`config.mk`:
```
export PLATFORM = sky130hd
export DESIGN_NAME = kronos_wb
export DESIGN_NICKNAME = d
export VERILOG_FILES = /design/src/rtl/kronos_wb.sv
export SDC_FILE = /design/constraint.sdc
export NUM_CORES = 1
export LEC_CHECK = 0
export CORE_ASPECT_RATIO = 0.8
export CORE_UTILIZATION = 45
export CTS_CLUSTER_DIAMETER = 80
export DETAILED_ROUTE_END_ITERATION = 6
export DONT_BUFFER_PORTS = 1
export RECOVER_POWER = 25
export SETUP_SLACK_MARGIN = 0.2
export SLEW_MARGIN = 20
export SYNTH_ARGS = -nofsm -noshare
export SYNTH_HDL_FRONTEND = slang
export SYNTH_SLANG_ARGS = --single-unit
```
`constraint.sdc`:
```
create_clock -name clk -period 2.2 [get_ports clk]
set_input_delay 0.22 -clock clk [delete_from_list [all_inputs] [get_ports clk]]
set_output_delay 0.22 -clock clk [all_outputs]
set_load 0.02 [all_outputs]
```
`src/rtl/kronos_wb.sv`:
```
// Kronos write-back stage: retires EX results, runs the data-bus load/store handshake,
// raises branch/trap strobes. Define KRONOS_WB_FWD_EN to drive the EX forwarding path.
package kronos_wb_pkg;
  typedef struct packed {
    logic [31:0] result1;
    logic [31:0] result2;
    logic [4:0]  rd;
    logic        rd_write;
    logic        branch;
    logic        branch_cond;
    logic [1:0]  ld_size;
    logic        ld_sign;
    logic        st;
    logic        illegal;
  } pipeEXWB_t;
endpackage

module kronos_wb
  import kronos_wb_pkg::*;
(
  input  logic        clk,
  input  logic        rstz,
  input  pipeEXWB_t   execute,
  input  logic        pipe_in_vld,
  output logic        pipe_in_rdy,
  output logic [31:0] regwr_data,
  output logic [4:0]  regwr_sel,
  output logic        regwr_en,
  output logic [31:0] branch_target,
  output logic        branch,
  output logic        trap,
  output logic [31:0] fwd_data,
  output logic        fwd_vld,
  output logic [31:0] data_addr,
  input  logic [31:0] data_rd_data,
  output logic [31:0] data_wr_data,
  output logic [3:0]  data_mask,
  output logic        data_wr_en,
  output logic        data_req,
  input  logic        data_ack
);
  localparam int DATA_W = 32;

  typedef enum logic {STEADY, MEM} state_t;
  state_t state_p1, state_nxt;

  logic       xfer, is_ill, is_st, is_ld, is_mem, alu_wr, take_br, ack_mem;
  logic [4:0] mem_rd_p1;
  logic [1:0] mem_size_p1, mem_off_p1;
  logic       mem_sign_p1;

  // Bring the addressed lane down to bit 0, then sign- or zero-extend by access size.
  function automatic logic [DATA_W-1:0] load_align(input logic [31:0] raw,
                                                   input logic [1:0]  off,
                                                   input logic [1:0]  size,
                                                   input logic        sgn);
    logic [31:0]        sh;
    logic signed [7:0]  b8;
    logic signed [15:0] h16;
    logic signed [31:0] ext;
    sh  = raw >> {off, 3'b000};
    b8  = sh[7:0];
    h16 = sh[15:0];
    case (size)
      2'b00:   if (sgn) ext = 32'(b8);  else ext = {24'd0, sh[7:0]};
      2'b01:   if (sgn) ext = 32'(h16); else ext = {16'd0, sh[15:0]};
      default: ext = sh;
    endcase
    return ext;
  endfunction

  // Returns {byte-enable mask, lane-replicated store data}.
  function automatic logic [35:0] store_lane(input logic [31:0] d,
                                             input logic [1:0]  off,
                                             input logic [1:0]  size);
    logic [35:0] r;
    case (size)
      2'b00:   r = {4'b0001 << off, {4{d[7:0]}}};
      2'b01:   r = {4'b0011 << {off[1], 1'b0}, {2{d[15:0]}}};
      default: r = {4'b1111, d};
    endcase
    return r;
  endfunction

  assign pipe_in_rdy = (state_p1 == STEADY);
  assign data_req    = (state_p1 == MEM);
  assign xfer        = pipe_in_vld & pipe_in_rdy;
  assign ack_mem     = data_req & data_ack;

  // Illegal instructions neutralise every other side effect of the bundle.
  assign is_ill  = execute.illegal;
  assign is_st   = execute.st & ~is_ill;
  assign is_ld   = ~is_ill & ~execute.st & execute.rd_write & (execute.ld_size != 2'b11);
  assign is_mem  = is_st | is_ld;
  assign alu_wr  = ~is_ill & ~execute.st & ~is_ld & execute.rd_write & (execute.rd != 5'd0);
  assign take_br = ~is_ill & (execute.branch | (execute.branch_cond & execute.result1[0]));

  always_ff @(posedge clk or negedge rstz) begin
    if (!rstz) state_p1 <= STEADY;
    else       state_p1 <= state_nxt;
  end

  always_comb begin
    state_nxt = state_p1;
    case (state_p1)
      STEADY: if (xfer & is_mem) state_nxt = MEM;
      MEM:    if (data_ack)      state_nxt = STEADY;
    endcase
  end

  // Stage p1: register-file write, branch and trap strobes
  always_ff @(posedge clk or negedge rstz) begin
    if (!rstz) begin
      regwr_en      <= 1'b0;
      regwr_sel     <= '0;
      regwr_data    <= '0;
      branch        <= 1'b0;
      branch_target <= '0;
      trap          <= 1'b0;
    end else begin
      regwr_en <= (xfer & alu_wr) | (ack_mem & ~data_wr_en & (mem_rd_p1 != 5'd0));
      branch   <= xfer & take_br;
      trap     <= xfer & is_ill;
      if (xfer & alu_wr) begin
        regwr_sel  <= execute.rd;
        regwr_data <= execute.result1;
      end else if (ack_mem & ~data_wr_en) begin
        regwr_sel  <= mem_rd_p1;
        regwr_data <= load_align(data_rd_data, mem_off_p1, mem_size_p1, mem_sign_p1);
      end
      if (xfer & take_br) branch_target <= execute.result2;
    end
  end

  // Stage p1: data-bus request, held stable until acknowledged
  always_ff @(posedge clk or negedge rstz) begin
    if (!rstz) begin
      data_addr    <= '0;
      data_wr_data <= '0;
      data_mask    <= '0;
      data_wr_en   <= 1'b0;
      mem_rd_p1    <= '0;
      mem_size_p1  <= '0;
      mem_off_p1   <= '0;
      mem_sign_p1  <= 1'b0;
    end else if (xfer & is_mem) begin
      data_addr  <= {execute.result1[31:2], 2'b00};
      data_wr_en <= is_st;
      {data_mask, data_wr_data} <= is_st
        ? store_lane(execute.result2, execute.result1[1:0], execute.ld_size)
        : {4'b1111, 32'd0};
      mem_rd_p1   <= execute.rd;
      mem_size_p1 <= execute.ld_size;
      mem_off_p1  <= execute.result1[1:0];
      mem_sign_p1 <= execute.ld_sign;
    end else if (ack_mem) begin
      data_wr_en <= 1'b0;
    end
  end

`ifdef KRONOS_WB_FWD_EN
  assign fwd_vld  = regwr_en;
  assign fwd_data = regwr_data;
`else
  assign fwd_vld  = 1'b0;
  assign fwd_data = '0;
`endif

endmodule

```
; Word level (Yosys, flattened, before mapping)
; Index checks and enable logic that the tools add are counted.
; Widths: inputs -> output; s select.
[totals]
reg_bits = 150
inputBits = 113
out_inout_bits = 176
wordCells = 66
[op_classes]
eq_ne = 3
shift = 3
muxes = 14
bitwise_logic = 25
reduce_logical = 6
[op_table]
columns = op, n
row1 = $mux 32, 4
row2 = $pmux 36 s2, 1
row3 = $pmux 32 s2, 1
row4 = $mux 36, 1
row5 = $shr 32x5->32, 1
row6 = $and 1x1->1, 17
row7 = $mux 5, 2
row8 = $reduce_bool 5->1, 2
row9 = $not 1->1, 5
row10 = $eq 2x1->1 const B, 2
row11 = $logic_not 2->1, 2
row12 = $mux 1, 4
row13 = $reduce_bool 2->1, 2
row14 = $shl 1x2->4 const A, 1
row15 = $shl 2x2->4 const A, 1
row16 = $or 1x1->1, 3
row17 = $ne 2x2->1 const B, 1
row18 = $pmux 1 s2, 1

; Longest topological paths before layout
; Gate-level depths: netlist (run 1).
[depth]
depth_word = 10
ltp_mapped = 7
mapped_depth_nobuf = 4

; Least setup slack after synthesis (run 1)
; OpenSTA, ideal clock, no wires.
[synth_path]
path_kind = flip-flop to flip-flop
from = register state_p1 (netlist: data_req)
to = register mem_off_p1[0]
setup_ps = 125
arrival_ps = 1644
required_time_ps = 2075
path_slack_ps = 431
path_stages_with_launch = 6
n_path_buf = 1
synth_period_minus_slack_ps = 1769
cell_sequence = dfrtp_1 nand4bb_4 a21oi_2 or2_1 buf_6 mux2_4
[synth_between]
elab_chain_len = 3
[synth_rtl]
columns = element, line_no
row1 = start: declaration, 45  ; state_t state_p1, state_nxt;
row2 = start signal: assignment, 100  ; else state_p1 <= state_nxt;
row3 = $not 1->1, --
row4 = $and 1x1->1, 87  ; assign xfer = pipe_in_vld & pipe_in_rdy;
row5 = $and 1x1->1, 146  ; end else if (xfer & is_mem) begin
row6 = end signal: assignment, 154  ; mem_off_p1 <= execute.result1[1:0];
row7 = end: declaration, 49  ; logic [1:0] mem_size_p1, mem_off_p1;
; No other way between the ends.
; A chain may end at the register's enable or synchronous reset.

; Worst setup path in the final report (run 1)
[layout_path]
from = register mem_off_p1[0]
to = register regwr_data[5]
[layout_between]
elab_chain_len = 5
[layout_rtl]
columns = element, line_no
row1 = $shr 32x5->32 (*), 61  ; sh = raw >> {off, 3'b000};
row2 = "$mux 32, on equally long branches", "66, 65"
row3 = $pmux 32 s2 (*), 64  ; case (size)
row4 = $mux 32 (*), 127  ; end else if (ack_mem & ~data_wr_en) begin
row5 = $mux 32 (*), 124  ; if (xfer & alu_wr) begin
row6 = end signal: assignment, 126  ; regwr_data <= execute.result1;
row7 = end signal: assignment, 129  ; regwr_data <= load_align(data_rd_data, mem_off_p1, mem_size_p1, mem_sign_p1);
row8 = end: declaration, 26  ; output logic [31:0] regwr_data,
; Mark *: on every way between the ends. The rest lies on a longest branch, timed or not. The select of a mux whose other input is x is not followed.

==> impl_metrics.tcl, run 1 <==
set metrics [dict create \
    drc 0 \
    drt-total-wl_um 20030 \
    crit_fanout 31 \
    maxCapViolations 0 \
    synth_seq_cells 150 \
    yosysUniqueCellTypes 50 \
    grt_pass1_vias 5059 \
    design.die.area_sq_um 16620 \
    hpwl_um 13600 \
    viasPerCell 5.527 \
    cellPowerDensity_nw_per_um2 1166 \
    grt_pass1_wl_um 29720 \
    busiest_layer "met2" \
    fp.dieW_um 143.9 \
    postLayoutCellArea_sq_um 8635 \
    antennaDiodeCount 0 \
    share_seq_of_total_power 0.524 \
    worst_pin_slew_ps 623.1 \
    drv_slew 0 \
    gp_congestion 0.8582 \
    worst_hold_path_type "primary input to async pin" \
    clock_latency_ps 430 \
    gr-total-overflow 0 \
    max-vdd-ir-drop_v 0.0006840 \
    status "finished, violations left" \
    vias 5168 \
    ys_async_sr_fraction 1.000 \
    avgSynthCellArea_sq_um 11.29 \
    synth_common_cells "dfrtp_1 (150), nand2_1 (72), mux2_2 (65)" \
    worstSetupEndpointType "flip-flop" \
    cts_buffers 17 \
    switchingPower_mw 3.702 \
    chipHeight_um 115.5 \
    antenna_found_initial 0 \
    leakage_nw 3.759 \
    period_needed_ps 1880 \
    grtUsageMet2 0.3543 \
    fin_crit_sh 0.8547 \
    gr-usage-met1 0.3318 \
    power.share.combinational 0.188 \
    ys_warn_count 0 \
    ys.flop_type "dfrtp_1" \
    cts_buffer_depth 2 \
    yosysTopAreaCell "dfrtp_1" \
    p_sw_frac 0.3677 \
    tns_ps 0 \
    n_fill_cell 1375 \
    ios 289 \
    grtUsageMet3 0.08471 \
    final_nets 820 \
    start_util 0.4601 \
    max_freq_ghz 0.5318 \
    area_growth_pct 19.17 \
    required_ps 2560 \
    path_clk_slew_ps 60 \
    cts-root-buf "clkbuf_16" \
    h-tree-depth 4 \
    criticalPathCategory "flip-flop to flip-flop" \
    hold-worst-slack_ps -509.4 \
    grt_max_degree 151 \
    cts_sinks 150 \
    finalSetupViolCount 0 \
    rsz0062_at_grt "false" \
    synth_most_common_cell "dfrtp_1" \
    drt_iter0_drc 335 \
    violations "hold timing" \
    p_int_mw 6.367 \
    ant_nets 0 \
    port_buffers 0 \
    drive_gt1_frac 0.1958 \
    slew_headroom 0.5846 \
    fin_worst_skew_ps 11.78 \
    cts_tree "built" \
    hold_viol_final 150 \
    grtUsageTotal 0.2409 \
    rows 41 \
    synth_area_leaders "dfrtp_1 (52%), mux2_2 (10%), mux2i_1 (5.5%)" \
    clockPowerShare 0.288 \
    coreArea_sq_um 15750 \
    syn_area_sq_um 7246 \
    cp_data_arrival_time_ps 2240 \
    drt_first_pass_iters 5 \
    dpl_cell_area_sq_um 7278 \
    cts-hold-fix-buffers 76 \
    netlist.area_leader.share 0.5180 \
    synth_edf_count 0 \
    cts_setup_buffers 0 \
    power_mw 10.07 \
    synthCells 642 \
    wl_per_cell_um 21.42 \
    yosysSeqAreaShare 0.5180 \
    reg2reg_depth 5 \
    start_kind "flip-flop" \
]
-- metal layers --
metal / vias to the layer above / share of wire
li1: 2336 / -
met1: 2567 / 0.43
met2: 247 / 0.46
met3: 18 / 0.095
met4: 0 / 0.013
met5: - / 0
-- power groups by stage --
stage	logic, mW	registers [mW]	clock network [mW]
floorplan	1.56	5.06	0
global placement	1.66	5.30	0
detailed placement	1.74	5.32	0
CTS	1.88	5.28	2.94
global route	2.09	5.37	3.09
finish	1.89	5.27	2.90
-- layout make-up --
cell class,count,area (sq um),area share
clock inverter,11,123.9,0.01435
clock buffer,21,460.4,0.05333
sequential,150,3754,0.4347
timing repair buffer,91,889.6,0.1030
multi-input combinational,442,3119,0.3613
inverter,5,18.77,0.002174
tap,215,269.0,0.03115
-- registers in the layout (all words and copies together), names as in the netlist --
signal,count
branch,1
branch_target,32
data_addr,30
data_mask,4
data_req,1
data_wr_data,32
data_wr_en,1
mem_off_p1,2
mem_rd_p1,5
mem_sign_p1,1
mem_size_p1,2
regwr_data,32
regwr_en,1
regwr_sel,5
trap,1
-- through the flow --
| stage | instances | worst slack, ps | hold slack [ps] | utilization |
|---|---|---|---|---|
| floorplan | 676 | 430.5 | -75.59 | - |
| global placement | 827 | 324.7 | -71.73 | 0.4621 |
| detailed placement | 827 | 258.5 | -72.34 | 0.4621 |
| CTS | 935 | 220.4 | -529.0 | 0.5475 |
| global route | 935 | 201.7 | -530.2 | 0.5483 |
| finish | 935 | 319.6 | -509.4 | 0.5483 |
-- repair_timing --
item | 4_1_cts | 5_1_grt
hold endpoints to repair | 280 | 150
gates resized for setup | 0 | 3
endpoints found under the setup margin | 0 | 21
-- kinds of logic (layout without fill, tap and decap cells) --
family | Yosys count | count (layout) | share of synthesized area
flops | 150 | 150 | 0.5180
buf+inv | 84 | 128 | 0.07201
other cells | 1 | 35 | 0.0005175
mux | 114 | 114 | 0.1744
simple gates | 172 | 172 | 0.1091
compound gates | 121 | 121 | 0.1259
-- critical path: stages (launching register included) --
cell and delay, ps:
dfrtp_1 430, buf_4 390, mux2i_1 170, and2_1 180
o21ai_0 360, o221a_2 270
-- cell usage in the layout (no fill, tap or decap), drive strengths merged, types with 2 or more instances in the layout --
cell type	netlist	routed
dfrtp	150	150
a21oi	12	12
mux2	73	73
o211a	2	2
a211oi	12	12
a2111oi	7	7
a2bb2oi	5	5
and2	15	15
clkbuf	14	21
nand3b	2	2
o221a	22	22
bufinv	0	2
clkinvlp	0	3
clkinv	0	5
or2	2	2
mux2i	40	40
nor2	61	61
nand2	72	72
o22ai	26	26
nor2b	9	9
inv	5	6
o211ai	2	2
buf	65	15
a22oi	2	2
conb	1	35
o21ai	25	25
dlygate4sd3	0	76
a31oi	2	2
nand3	4	4
-- worst paths after layout --
kind,startpoint,end,slack (ps)
worst min register to register,mem_rd_p1[0],mem_rd_p1[0],520
worst min-delay path,rstz,branch_target[24],-510
worst max register to register,mem_off_p1[0],regwr_data[5],320
worst max-delay path,mem_off_p1[0],regwr_data[5],320
min in group clk,execute[0],data_wr_en,10
max in group asynchronous,rstz,data_wr_data[7],2420
Note: power is estimated with default switching activity, not from simulation.
==> inputs of run 2 (changes only) <==
Settings changed: CORE_MARGIN from default to 2.
==> run 2 against run 1 <==
  * The run still ends with hold timing left
  * First-iteration DRC count rose by 11%
  * Clock-buffer cell count decreased by 4
  * Clock power increased by 2%
  * Wire length rose by 1.7%
  * Critical path type unchanged
  * Largest cell class unchanged
==> impl_metrics.tcl, run 2 (synthesized netlist as in run 1, its figures left out) <==
set metrics [dict create \
    status "finished, violations left" \
    violations "hold timing" \
    rsz0062_at_grt "false" \
    fp.dieW_um 145.9 \
    tns_ps 0 \
    area_growth_pct 19.53 \
    drv_slew 0 \
    max_freq_ghz 0.5265 \
    start_kind "flip-flop" \
    required_ps 2510 \
    p_int_mw 6.423 \
    vias 5204 \
    worst_pin_slew_ps 639.1 \
    viasPerCell 5.572 \
    final_cell_mix "dfrtp_1 (150), dlygate4sd3_1 (76), nand2_1 (71)" \
    antennaDiodeCount 0 \
    cts-root-buf "clkbuf_16" \
    grt_pass1_wl_um 31880 \
    max-vdd-ir-drop_v 0.0006100 \
    drive_gt1_frac 0.1975 \
    slew_headroom 0.5739 \
    final_nets 819 \
    cts_sinks 150 \
    power.share.combinational 0.186 \
    reg2reg_depth 4 \
    share_seq_of_total_power 0.522 \
    maxCapViolations 0 \
    crit_chain "nand4bb_4, a211o_2, buf_4, o221a_2" \
    worst_hold_path_type "primary input to async pin" \
    switchingPower_mw 3.708 \
    wl_per_cell_um 21.80 \
    r2r_start "data_req" \
    power_mw 10.13 \
    cp_data_arrival_time_ps 2210 \
    antenna_found_initial 0 \
    p_sw_frac 0.3660 \
    drt_iter0_drc 372 \
    worstSetupEndpointType "flip-flop" \
    final_common_cell "dfrtp_1" \
    port_buffers 0 \
    criticalPathCategory "flip-flop to flip-flop" \
    hold-worst-slack_ps -515.8 \
    clock_latency_ps 430 \
    coreArea_sq_um 15750 \
    fin_worst_skew_ps 9.037 \
    largestRegisters "branch_target x32, data_wr_data x32, regwr_data x32" \
    leakage_nw 3.765 \
    crit_fanout 39 \
    design.die.area_sq_um 17140 \
    drt-total-wl_um 20360 \
    r2r_setup_slack_ps 300 \
    cellPowerDensity_nw_per_um2 1170 \
    chipHeight_um 117.5 \
    critical_path.max_stage_delay_ps 470 \
    rows 41 \
    clockPowerShare 0.292 \
    drc 0 \
    cts_buffers 17 \
    cts_buffer_depth 2 \
    slowest_stage "a211o_2" \
    gp_congestion 0.8861 \
    grtUsageTotal 0.2398 \
    path_clk_slew_ps 60 \
    fin_crit_sh 0.8634 \
    cts_tree "built" \
    hold_viol_final 150 \
    ios 289 \
    grt_max_degree 151 \
    hpwl_um 13750 \
    grt_pass1_vias 5260 \
    ant_nets 0 \
    finalSetupViolCount 0 \
    period_needed_ps 1899 \
    drt_first_pass_iters 6 \
    start_util 0.4601 \
    h-tree-depth 4 \
    gr-total-overflow 0 \
    r2r_end "regwr_data[4]" \
]
## run 2: changes by cell type in the layout (fill, tap and decap cells not counted), sizes merged
| cell | delta |
|---|---|
| bufinv | +1 |
| buf | -1 |
| clkinvlp | +2 |
| clkbuf | -4 |
| inv | +1 |
## run 2: power by group through the flow
stage,Clock [mW],Combinational [mW],Sequential (mW)
floorplan,0,1.56,5.06
global placement,0,1.66,5.31
detailed placement,0,1.73,5.33
CTS,3.02,1.87,5.29
global route,3.16,2.09,5.38
finish,2.96,1.88,5.29
## run 2: layer usage
| layer | wire [um] | GRT usage | vias to the layer above |
|---|---|---|---|
| li1 | - | - | 2356 |
| met1 | 8854 | 0.3248 | 2549 |
| met2 | 9165 | 0.3573 | 268 |
| met3 | 1947 | 0.08798 | 31 |
| met4 | 392 | 0.07966 | 0 |
| met5 | 0 | 0 | - |
## run 2: layout make-up
| cell class | instances | area [sq um] |
|---|---|---|
| Tap cell | 215 | 269.0 |
| Clock buffer | 17 | 425.4 |
| Clock inverter | 15 | 177.7 |
| Multi-Input combinational cell | 442 | 3122 |
| Inverter | 5 | 18.77 |
| Timing Repair Buffer | 90 | 894.6 |
| Fill cell | 1350 | 7088 |
| Sequential cell | 150 | 3754 |
## run 2: how the worst max path moves through the flow
stage	from	end	slack, ps
floorplan	data_req	mem_off_p1[0]	430
global placement	data_wr_en	regwr_data[19]	330
detailed placement	mem_off_p1[1]	regwr_data[18]	250
CTS	mem_off_p1[1]	regwr_data[18]	230
global route	data_req	regwr_data[18]	200
finish	data_req	regwr_data[4]	300
## run 2: worst max-delay path: cells and delay by family, from the launching register on
kind | cells | cell delay (ps)
AO/OA/AOI/OAI | 2 | 790
flip-flops | 1 | 410
AND/OR/NAND/NOR | 1 | 250
buffers and inverters | 1 | 320
## run 2: what timing repair did
item / CTS / global route
endpoints found under the setup margin: 0 / 20
setup buffers: 0 / 0
gates resized for setup: 0 / 3
endpoints found under the hold margin: 280 / 151
hold buffers: 75 / 1
## run 2: through the flow
| stage | worst slack, ps | util | cells | area, sq um |
|---|---|---|---|---|
| after floorplan | 430.5 | - | 676 | 7373 |
| after global placement | 327.5 | 0.4625 | 826 | 7283 |
| after detailed placement | 245.5 | 0.4625 | 826 | 7283 |
| after CTS | 234.7 | 0.5484 | 933 | 8637 |
| after global routing | 200.2 | 0.5499 | 934 | 8661 |
| final | 300.5 | 0.5499 | 934 | 8661 |
==> inputs of run 3 (changes only) <==
Settings changed: BUFFER_PORTS_ARGS from default to -buffer_cell sky130_fd_sc_hd__buf_2, DONT_BUFFER_PORTS 1 to default, PLACE_DENSITY from default to 0.75.
==> run 3 against run 2 <==
  * The run now ends clean
  * Register-to-register slack improved by 70 ps
  * Core utilization rose by 3.6 points
  * Combinational power rose by 110%
  * Critical endpoint is now data_addr[31]
==> impl_metrics.tcl, run 3 (synthesized netlist as in run 1, its figures left out) <==
set metrics [dict create \
    status "complete, no violations" \
    port_buffers 253 \
    fin_worst_skew_ps 5.418 \
    drt_iter0_drc 379 \
    place_ws_ps 296.5 \
    drt-total-wl_um 19920 \
    slew_headroom 0.1160 \
    fp.dieW_um 145.9 \
    slowest_stage "nor2_8" \
    r2r_start "data_req" \
    startpoint "data_req" \
    dp_cells 1085 \
    cts_tree "built" \
    required_ps 2510 \
    multi_input_area_sq_um 3127 \
    rows 41 \
    regArea_sq_um 3754 \
    cts_buffers 17 \
    worst_hold_path_type "primary input to flip-flop" \
    ios 289 \
    crit_chain "nor3b_2, and2_1, nor2_8, mux2_2" \
    period_needed_ps 1828 \
    drt_first_pass_iters 5 \
    gp_congestion 0.8305 \
    final_nets 1003 \
    critical_path.max_stage_delay_ps 510 \
    critPathTopFamily "simple AND/OR/NAND/NOR gates" \
    n_fill_cell 1364 \
    antenna_found_initial 0 \
    maxCapViolations 0 \
    crit_fanout 36 \
    leakage_nw 4.516 \
    max-vdd-ir-drop_v 0.0006301 \
    largestRegisters "branch_target x32, data_wr_data x32, regwr_data x32" \
    wl_per_cell_um 17.82 \
    coreArea_sq_um 15750 \
    cts_buffer_depth 2 \
    max_freq_ghz 0.5470 \
    path_clk_slew_ps 70 \
    cts_sinks 150 \
    drc 0 \
    ant_nets 0 \
    final_cell_mix "buf_2 (252), dfrtp_1 (150), nand2_1 (71)" \
    viasPerCell 5.230 \
    path_buf_inv 0 \
    gr-total-overflow 0 \
    design.die.area_sq_um 17140 \
    rsz0062_at_grt "true" \
    drv_slew 0 \
    hold_start "data_ack" \
    antennaDiodeCount 0 \
    tns_ps 0 \
    finalSetupViolCount 0 \
    fin_crit_sh 0.8309 \
    grtUsageTotal 0.2338 \
    hpwl_um 14940 \
    start_util 0.4601 \
    cp_data_arrival_time_ps 2140 \
    instances_no_fill 1118 \
    area_growth_pct 27.44 \
    grt_max_degree 53 \
    drive_gt1_frac 0.4430 \
    cts-root-buf "clkbuf_16" \
    h-tree-depth 4 \
    worstSetupEndpointType "flip-flop" \
    vias 5847 \
    grt_pass1_vias 5759 \
    hold_viol_final 0 \
    setup_slack_ps 371.9 \
    grt_pass1_wl_um 31550 \
    chipHeight_um 117.5 \
    clock_latency_ps 420 \
    start_kind "flip-flop" \
    worst_pin_slew_ps 1326 \
    cellPowerDensity_nw_per_um2 1194 \
    criticalPathCategory "flip-flop to flip-flop" \
    final_common_cell "buf_2" \
]
[run 3: cell type report]
| type | instances | area share |
|---|---|---|
| Sequential cell | 150 | 0.4065 |
| Clock inverter | 14 | 0.02033 |
| Tap cell | 215 | 0.02913 |
| Timing Repair Buffer | 274 | 0.1558 |
| Inverter | 5 | 0.002033 |
| Multi-Input combinational cell | 442 | 0.3386 |
| Clock buffer | 18 | 0.04756 |
[run 3: layer usage]
| layer | routed length [um] | track usage | up-vias |
|---|---|---|---|
| met5 | 0 | 0 | - |
| met4 | 564 | 0.08578 | 0 |
| met3 | 1536 | 0.06357 | 43 |
| met2 | 9291 | 0.3659 | 251 |
| met1 | 8529 | 0.3133 | 2839 |
| li1 | - | - | 2714 |
[run 3: per-stage QoR]
| stage | total power, mW | util | cell area, sq um | hold slack, ps |
|---|---|---|---|---|
| 6_report | 11.03 | 0.5863 | 9234 | 26.39 |
| 5_1_grt | 11.59 | 0.5863 | 9234 | 15.77 |
| 4_1_cts | 11.10 | 0.5869 | 9243 | 6.365 |
| 3_5_place_dp | 7.972 | 0.5464 | 8606 | 199.1 |
| 3_3_place_gp | 7.877 | 0.5464 | 8606 | 203.1 |
| 2_1_floorplan | 6.620 | - | 7373 | -75.59 |
[run 3: report_power, final]
part	switching (mW)	total, mW	internal (mW)	leakage (nW)
Combinational	2.31	3.88	1.56	2.42
Sequential	0.460	4.06	3.60	1.79
Clock	1.25	3.10	1.85	0.298
[run 3: worst paths after layout]
| kind | cells past startpoint | endpoint | slack [ps] |
|---|---|---|---|
| max | 4 | data_addr[31] | 370 |
| min | 2 | data_req | 30 |
| max reg2reg | 4 | data_addr[31] | 370 |
| min reg2reg | 1 | data_mask[0] | 500 |
| max in group asynchronous | 3 | data_wr_data[14] | 490 |
| min in group asynchronous | 2 | data_addr[31] | 600 |
[run 3: timing repair]
item,CTS,global route
buffers inserted,0,0
resized for setup,0,2
endpoints found under the hold margin,48,0
hold buffers,1,0
endpoints found under the setup margin,0,20
